$ cat config.mk
export PLATFORM = sky130hd
export DESIGN_NAME = gray_to_bin_monitor
export DESIGN_NICKNAME = d
export VERILOG_FILES = /design/src/rtl/gray_to_bin_monitor.sv
export SDC_FILE = /design/constraint.sdc
export NUM_CORES = 1
export LEC_CHECK = 0
export CAP_MARGIN = 20
export CORE_MARGIN = 2
export CORE_UTILIZATION = 64
export CTS_CLUSTER_SIZE = 20
export DETAILED_ROUTE_END_ITERATION = 10
export DONT_BUFFER_PORTS = 1
export GPL_ROUTABILITY_DRIVEN = 0
export PLACE_DENSITY = 0.8
export SETUP_SLACK_MARGIN = 0.3
export SKIP_CTS_REPAIR_TIMING = 1
export SLEW_MARGIN = 20
export SYNTH_ARGS = -nofsm -noshare
export SYNTH_HDL_FRONTEND = slang
export SYNTH_SLANG_ARGS = --single-unit
$ cat constraint.sdc
create_clock -name clk -period 4.7 [get_ports clk]
set_clock_uncertainty 0.15 [all_clocks]
set_input_delay 1.175 -clock clk [delete_from_list [all_inputs] [get_ports clk]]
set_output_delay 1.175 -clock clk [all_outputs]
set_load 0.01 [all_outputs]
$ cat src/rtl/gray_to_bin_monitor.sv
// Receive-side checker for Gray-coded counters: decodes each accepted codeword to binary and
// flags any step that is not exactly a single-bit change from the previous codeword.
module gray_to_bin_monitor #(
    parameter int unsigned WIDTH = 4,
    parameter int unsigned ERR_W = 8
) (
    input  logic             clk,
    input  logic             rst,
    input  logic             in_valid,
    output logic             in_ready,
    input  logic [WIDTH-1:0] in_gray,
    output logic             out_valid,
    input  logic             out_ready,
    output logic [WIDTH-1:0] out_bin,
    output logic             out_step_ok,
    output logic [ERR_W-1:0] err_count,
    output logic             locked
);

    typedef enum logic {StUnlocked, StLocked} state_e;

    localparam logic [ERR_W-1:0] ErrMax = '1;

    state_e           state_q, state_d;
    logic [WIDTH-1:0] prev_q, prev_d;
    logic [WIDTH-1:0] bin_q, bin_d;
    logic             valid_q, valid_d;
    logic             ok_q, ok_d;
    logic [ERR_W-1:0] err_q, err_d;

    logic [WIDTH-1:0] dec_bin;
    logic [WIDTH-1:0] diff;
    logic [7:0]       ones;
    logic             step_ok;
    logic             accept;

    // Each binary bit is the XOR of all Gray bits at or above it.
    always_comb begin
        dec_bin = '0;
        for (int unsigned i = 0; i < WIDTH; i++) begin
            dec_bin[i] = ^(in_gray >> i);
        end
    end

    always_comb begin
        diff = prev_q ^ in_gray;
        ones = '0;
        for (int unsigned i = 0; i < WIDTH; i++) begin
            ones = ones + 8'(diff[i]);
        end
    end

    assign in_ready = !valid_q || out_ready;
    assign accept   = in_valid && in_ready;
    // A repeated codeword gives ones == 0 and is therefore illegal.
    assign step_ok  = (state_q == StUnlocked) || (ones == 8'd1);

    always_comb begin
        state_d = state_q;
        prev_d  = prev_q;
        bin_d   = bin_q;
        valid_d = valid_q;
        ok_d    = ok_q;
        err_d   = err_q;
        if (accept) begin
            valid_d = 1'b1;
            bin_d   = dec_bin;
            ok_d    = step_ok;
            prev_d  = in_gray;
            state_d = StLocked;
            if (!step_ok && (err_q != ErrMax)) begin
                err_d = err_q + 1'b1;
            end
        end else if (valid_q && out_ready) begin
            valid_d = 1'b0;
        end
    end

    always_ff @(posedge clk) begin
        if (rst) begin
            state_q <= StUnlocked;
            prev_q  <= '0;
            bin_q   <= '0;
            valid_q <= 1'b0;
            ok_q    <= 1'b0;
            err_q   <= '0;
        end else begin
            state_q <= state_d;
            prev_q  <= prev_d;
            bin_q   <= bin_d;
            valid_q <= valid_d;
            ok_q    <= ok_d;
            err_q   <= err_d;
        end
    end

    assign out_valid   = valid_q;
    assign out_bin     = bin_q;
    assign out_step_ok = ok_q;
    assign err_count   = err_q;
    assign locked      = (state_q == StLocked);

endmodule

==> impl_results.md <==
* Clock Sinks at 18
* Largest net degree at the start of global routing at 20
* Hold Vio Cnt, Final at 0
* Crit path max fanout at 16
* Mapped Nets at 112
* Setup violators final at 0
* Drt first pass iters at 4
* Power per cell area at ~330 nW/um^2
* Max-slew headroom at 61.6%
* Worst Hold End: prev_q[1]
* First-pass GRT wire length at 2.22 mm
* Antenna violations before repair at 0
* Reg-to-reg startpoint: prev_q[3]
* Vias at 683
* GRT Resource Usage Total at 20.6%
* Netlist Area Pre-Place at 878 sq um
* Met3 Use GR at 4.89%
* RSZ-0062 raised after global routing: no
* Core footprint at 1280 sq um
* Fraction of registers with async set/reset at 0%
* Status: finished clean
* Final WL at around 1.5 mm
* Startpoint types: input port
* DRT antenna net count at 0
* Unique cell type count in the Yosys netlist at 31
* CP arrival at 3500 ps
* Top FF cell, synth: dfxtp_1
* Register bit total from synthesis at 18
* R2r endpoint: err_count[5]
* Starting density of the core at 68.4%
* Hold slack at roughly 320 ps
* Clock Pin Slew Worst Setup and Hold Paths at 100 ps
* Tcrit/Tclk final at roughly 74%
* WS Path Type: in2reg
* Layout cell share with drive strength beyond 1 at 9.18%
* Reg2Reg Depth at 9
* Setup TNS at 0 ps
* Worst setup margin at 1240 ps
* Site Rows at 13
* FILL cells at around 110
* Max clock buf depth at 2
* Area growth, synth to finish at 2.28%
* Port-buffer cells at 0
* Leakage Power at ~0.32 nW
* Warning count from the yosys run at 0
* I/O pin total at 24
* Peak supply drop at between 0.2 and 0.25 mV
* GR Overflow Total at 0
* Number of global-route vias before repair at between 500 and 600
* DR vias/cell at 6.04
* Setup slack at placement at ~910 ps
* Fin crit period at 3460 ps
* Die Y at ~40 um
* Routed wire per std cell at 13.4 um
* HPWL Detailed at 1.10 mm
* Worst R2R Setup Slack at between 1500 and 2000 ps
* Final Max Tran Viols at 0
* Post-synth EDFFs at 0
* Post-Synthesis Cells at 100
* Met2 usage at slightly below 30%
* Total CTS buffers at 3
* CP Capture Type: flop
* Worst slew pin tran at 574 ps
* H-tree Lvls at 1
* GR Util met1 at 28.2%
* Iteration-0 DRC Markers at 10
* Nets at 111
* Die width at slightly above 40 um
* Max-cap violations at 0
* Drt drc at 0
* Total die area at 1680 sq um
* F_max at 289 MHz
* Sequential-to-total area share from yosys stat at 41.0%
* Synth Area per Inst at around 8.8 sq um
* Min-delay src: prev_q[1]
* CTS tree: built
* Commonest cells after routing, fill and taps aside: dfxtp_1, nand2_1, a21oi_1
* Hold path depth at 2
* Required time of the critical path at 4740 ps
* N_diodes at 0
* Clock insertion delay at the later pin of the skew report at 290 ps
* Most used routing layer: met2
* Most common cell after layout, fill and taps aside: dfxtp_1
* Type of the most critical hold path: reg2reg
* CTS Root Buffer Type: clkbuf_4
==> registers in the layout (all words and copies together), names as in the netlist <==
register / count
locked: 1
out_step_ok: 1
prev_q: 4
out_valid: 1
err_count: 8
out_bin: 3
==> layout make-up <==
cell class | instances | area [sq um] | area share [%]
tap | 15 | 18.8 | 2.09
clock buffer | 4 | 36.3 | 4.04
multi-input combinational | 71 | 464 | 51.7
sequential | 18 | 360 | 40.1
inverter | 5 | 18.8 | 2.09
==> how the worst max path moves through the flow <==
| stage | from | endpoint | cells after the start |
|---|---|---|---|
| after detailed placement | in_gray[0] | err_count[5] | 9 |
| after global placement | in_gray[0] | err_count[5] | 9 |
| after CTS | in_gray[0] | err_count[5] | 9 |
| after floorplan | in_gray[0] | err_count[5] | 9 |
| final | in_gray[0] | err_count[5] | 9 |
| after global routing | in_gray[0] | err_count[5] | 9 |
==> Yosys cell counts, drive strengths merged, types with 3 or more instances <==
cell   instances  area share (%)
dfxtp         18              41
nand2         13             5.6
a21oi         12             6.8
nor2           6             2.6
xnor2          6             6.0
inv            5             2.1
buf            4             3.1
o21ai          4             2.3
ha             3             4.3
nand4          3             2.8
o41ai          3             3.0
or4            3             2.6
==> logic make-up after synthesis <==
| kind of cell | Yosys count | share of synthesized area, % |
|---|---|---|
| buffers and inverters | 11 | 6.13 |
| flip-flops | 18 | 41.0 |
| XOR/XNOR | 7 | 6.98 |
| AO/OA/AOI/OAI | 24 | 16.7 |
| AND/OR/NAND/NOR | 35 | 21.4 |
| multiplexers | 1 | 1.28 |
| adder cells (fa/ha/maj) | 4 | 6.55 |
==> critical path, cell delays in order <==
cell,delay (ps)
xnor2_1,120
fa_1,530
inv_1,40
ha_1,180
ha_1,260
or3b_1,110
nand4_2,300
nor4_1,410
mux2_2,370
==> metal layers <==
layer	share of wire, %	up-vias
met5	0	-
met4	1.7	0
met3	5.7	4
met2	45	17
met1	48	312
li1	-	350
==> per-stage QoR <==
step	utilization, %	power, W	instances	cell area (sq um)
6_report	69.9	0.000300	113	898
2_1_floorplan	-	0.000206	100	878
5_1_grt	69.9	0.000314	113	898
4_1_cts	69.9	0.000303	113	898
3_3_place_gp	67.1	0.000208	109	862
3_5_place_dp	67.1	0.000210	109	862
==> report_power, final <==
group / switching (W) / leakage [nW] / internal (W)
sequential: 0.00000836 / 0.147 / 0.000160
combinational: 0.0000197 / 0.154 / 0.0000172
clock: 0.0000476 / 0.0210 / 0.0000472
Power figures use the tool's default switching activity.
==> edit: new RTL, config.mk and constraints unchanged <==
The parameter `WIDTH` goes from 4 to 5.
--- a/src/rtl/gray_to_bin_monitor.sv
+++ b/src/rtl/gray_to_bin_monitor.sv
@@ -1,7 +1,7 @@
 // Receive-side checker for Gray-coded counters: decodes each accepted codeword to binary and
 // flags any step that is not exactly a single-bit change from the previous codeword.
 module gray_to_bin_monitor #(
-    parameter int unsigned WIDTH = 4,
+    parameter int unsigned WIDTH = 5,
     parameter int unsigned ERR_W = 8
 ) (
     input  logic             clk,
Ports: changed (resized in_gray and out_bin); port bits go from 24 to 26. No check against the original RTL was run, so the function may have changed too.
==> edit against the original RTL <==
Worst setup slack lost 200 ps. Design area grew 14%. Sequential cell count grew 2. Die area grew 13%. Critical path type unchanged. Routed wire length grew 24%. Via count grew 13%. Power grew 13%. Synthesized area grew 14%.
==> edit: results (changes against the original RTL) <==
setup_path:
  worstSetupEndpoint: "err_count[3]"  # was err_count[5]
  critPathMaxFanout: 11  # was 16
  cp_data_arrival_time_ps: 3750  # was 3500 ps
  max_stage_delay_ps: 600  # was 530 ps
  startpoint: "in_gray[0]"  # unchanged
  ff2ff_setup_slack_ps: 1540  # was 1770 ps
  rr_worst_depth: 8  # was 9
  slowest_stage: "or4_1"  # was fa_1
  r2r_start: "prev_q[0]"  # was prev_q[3]
status:
  status: "complete, no violations"  # unchanged
layout:
  n_all_buffers: 0  # unchanged
  nFlopsAndLatches: 20  # was 18
  nNonClkInverters: 2  # was 5
  multi_input_cells: 83  # was 71
  syn_to_final_growth_pct: 2.119  # was 2.279%
  fillers: 134  # was 111
  drive_above_1_share: 0.09174  # was 0.09184
  clk_share: 0.03541  # was 0.04039
  multiInputGateArea_um2: 560.5  # was 464.2 µm²
  instances_no_fill: 125  # was 113
  nets: 123  # was 111
  regArea_um2: 400.4  # was 360.3 µm²
timing:
  worst_pin_slew_ps: 427.6  # was 574.3 ps
power:
  power_mw: 0.3394  # was 0.3000 mW
  pwr-share-comb: 0.140  # was 0.123
  max-vdd-ir-drop_uv: 190.9  # was 235.9 µV
  power.net_switching_mw: 0.09069  # was 0.07569 mW
  total_leakage_power_nw: 0.3931  # was 0.3227 nW
  clkPwrFrac: 0.303  # was 0.316
yosys:
  muxShareOfSynthArea: 0.01122  # was 0.01282
  netlist_top_cells_count: "20 x dfxtp_1, 14 x nand2_1, 13 x a21oi_1, 8 x nor2_1"  # was 18 x dfxtp_1, 13 x nand2_1, 12 x a21oi_1, 6 x nor2_1, 6 x xnor2_1
  synthCells: 111  # was 100
  synth-seq-area-share: 0.3990  # was 0.4103
  synth_fa_ha_area_frac: 0.06484  # was 0.06553
  synth_xor_area_frac: 0.08479  # was 0.06980
  ys_top_cells_by_area: "dfxtp_1 40%, a21oi_1 6.5%, nand2_1 5.2%"  # was dfxtp_1 41%, a21oi_1 6.8%, xnor2_1 6.0%
  synthDistinctLibCells: 37  # was 31
  synth_compound_area_frac: 0.1446  # was 0.1667
  yosysWarnings: 0  # unchanged
global_routing:
  grt_pass1_vias: 754  # was 541
  grt_usage: 0.2232  # was 0.2056
  grt_start_max_net_pins: 24  # was 20
  grt_first_pass_wirelength_mm: 3.167  # was 2.221 mm
detailed_routing:
  vias: 775  # was 683
  routed_wl_mm: 1.868  # was 1.512 mm
  drt_iter0_drc: 3  # was 10
clock_network:
  path_clk_slew_ps: 120  # was 100 ps
  clock_latency_ps: 310  # was 290 ps
  htreeDepth: 1  # unchanged
placed_design:
  placed_cell_area_um2: 988.4  # was 862.1 µm²
  post-dp-hpwl_mm: 1.334  # was 1.101 mm
  port_buffers: 0  # unchanged
min_path:
  hold_start: "prev_q[3]"  # was prev_q[1]
  min_to: "prev_q[3]"  # was prev_q[1]
## edit: layer usage
| metal | wire length [µm] | track usage | vias to the layer above |
|---|---|---|---|
| li1 | - | - | 390 |
| met1 | 836 | 0.2633 | 362 |
| met2 | 925 | 0.3912 | 19 |
| met3 | 84 | 0.04583 | 4 |
| met4 | 22 | 0.09091 | 0 |
| met5 | 0 | 0 | - |
## edit: per-stage QoR
stage	hold WS, ps	worst slack, ps
after detailed placement	305.2	695.3
after global routing	342.1	845.8
after global placement	298.4	766.0
after floorplan	298.1	892.2
after CTS	321.8	1018
final	320.4	1042
## edit: cell families after synthesis
| group | Yosys count |
|---|---|
| xor gates and xnor gates | 8 |
| adders and majority gates | 4 |
| DFF | 20 |
| and+or+nand+nor | 46 |
| AOI/OAI and AO/OA | 24 |
| buffers and inverters | 8 |
| muxes | 1 |
## edit: tightest hold or removal path: stages, from the launching register on
cell     delay (ps)
dfxtp_1         340
nand2_1          50
a21oi_1          50
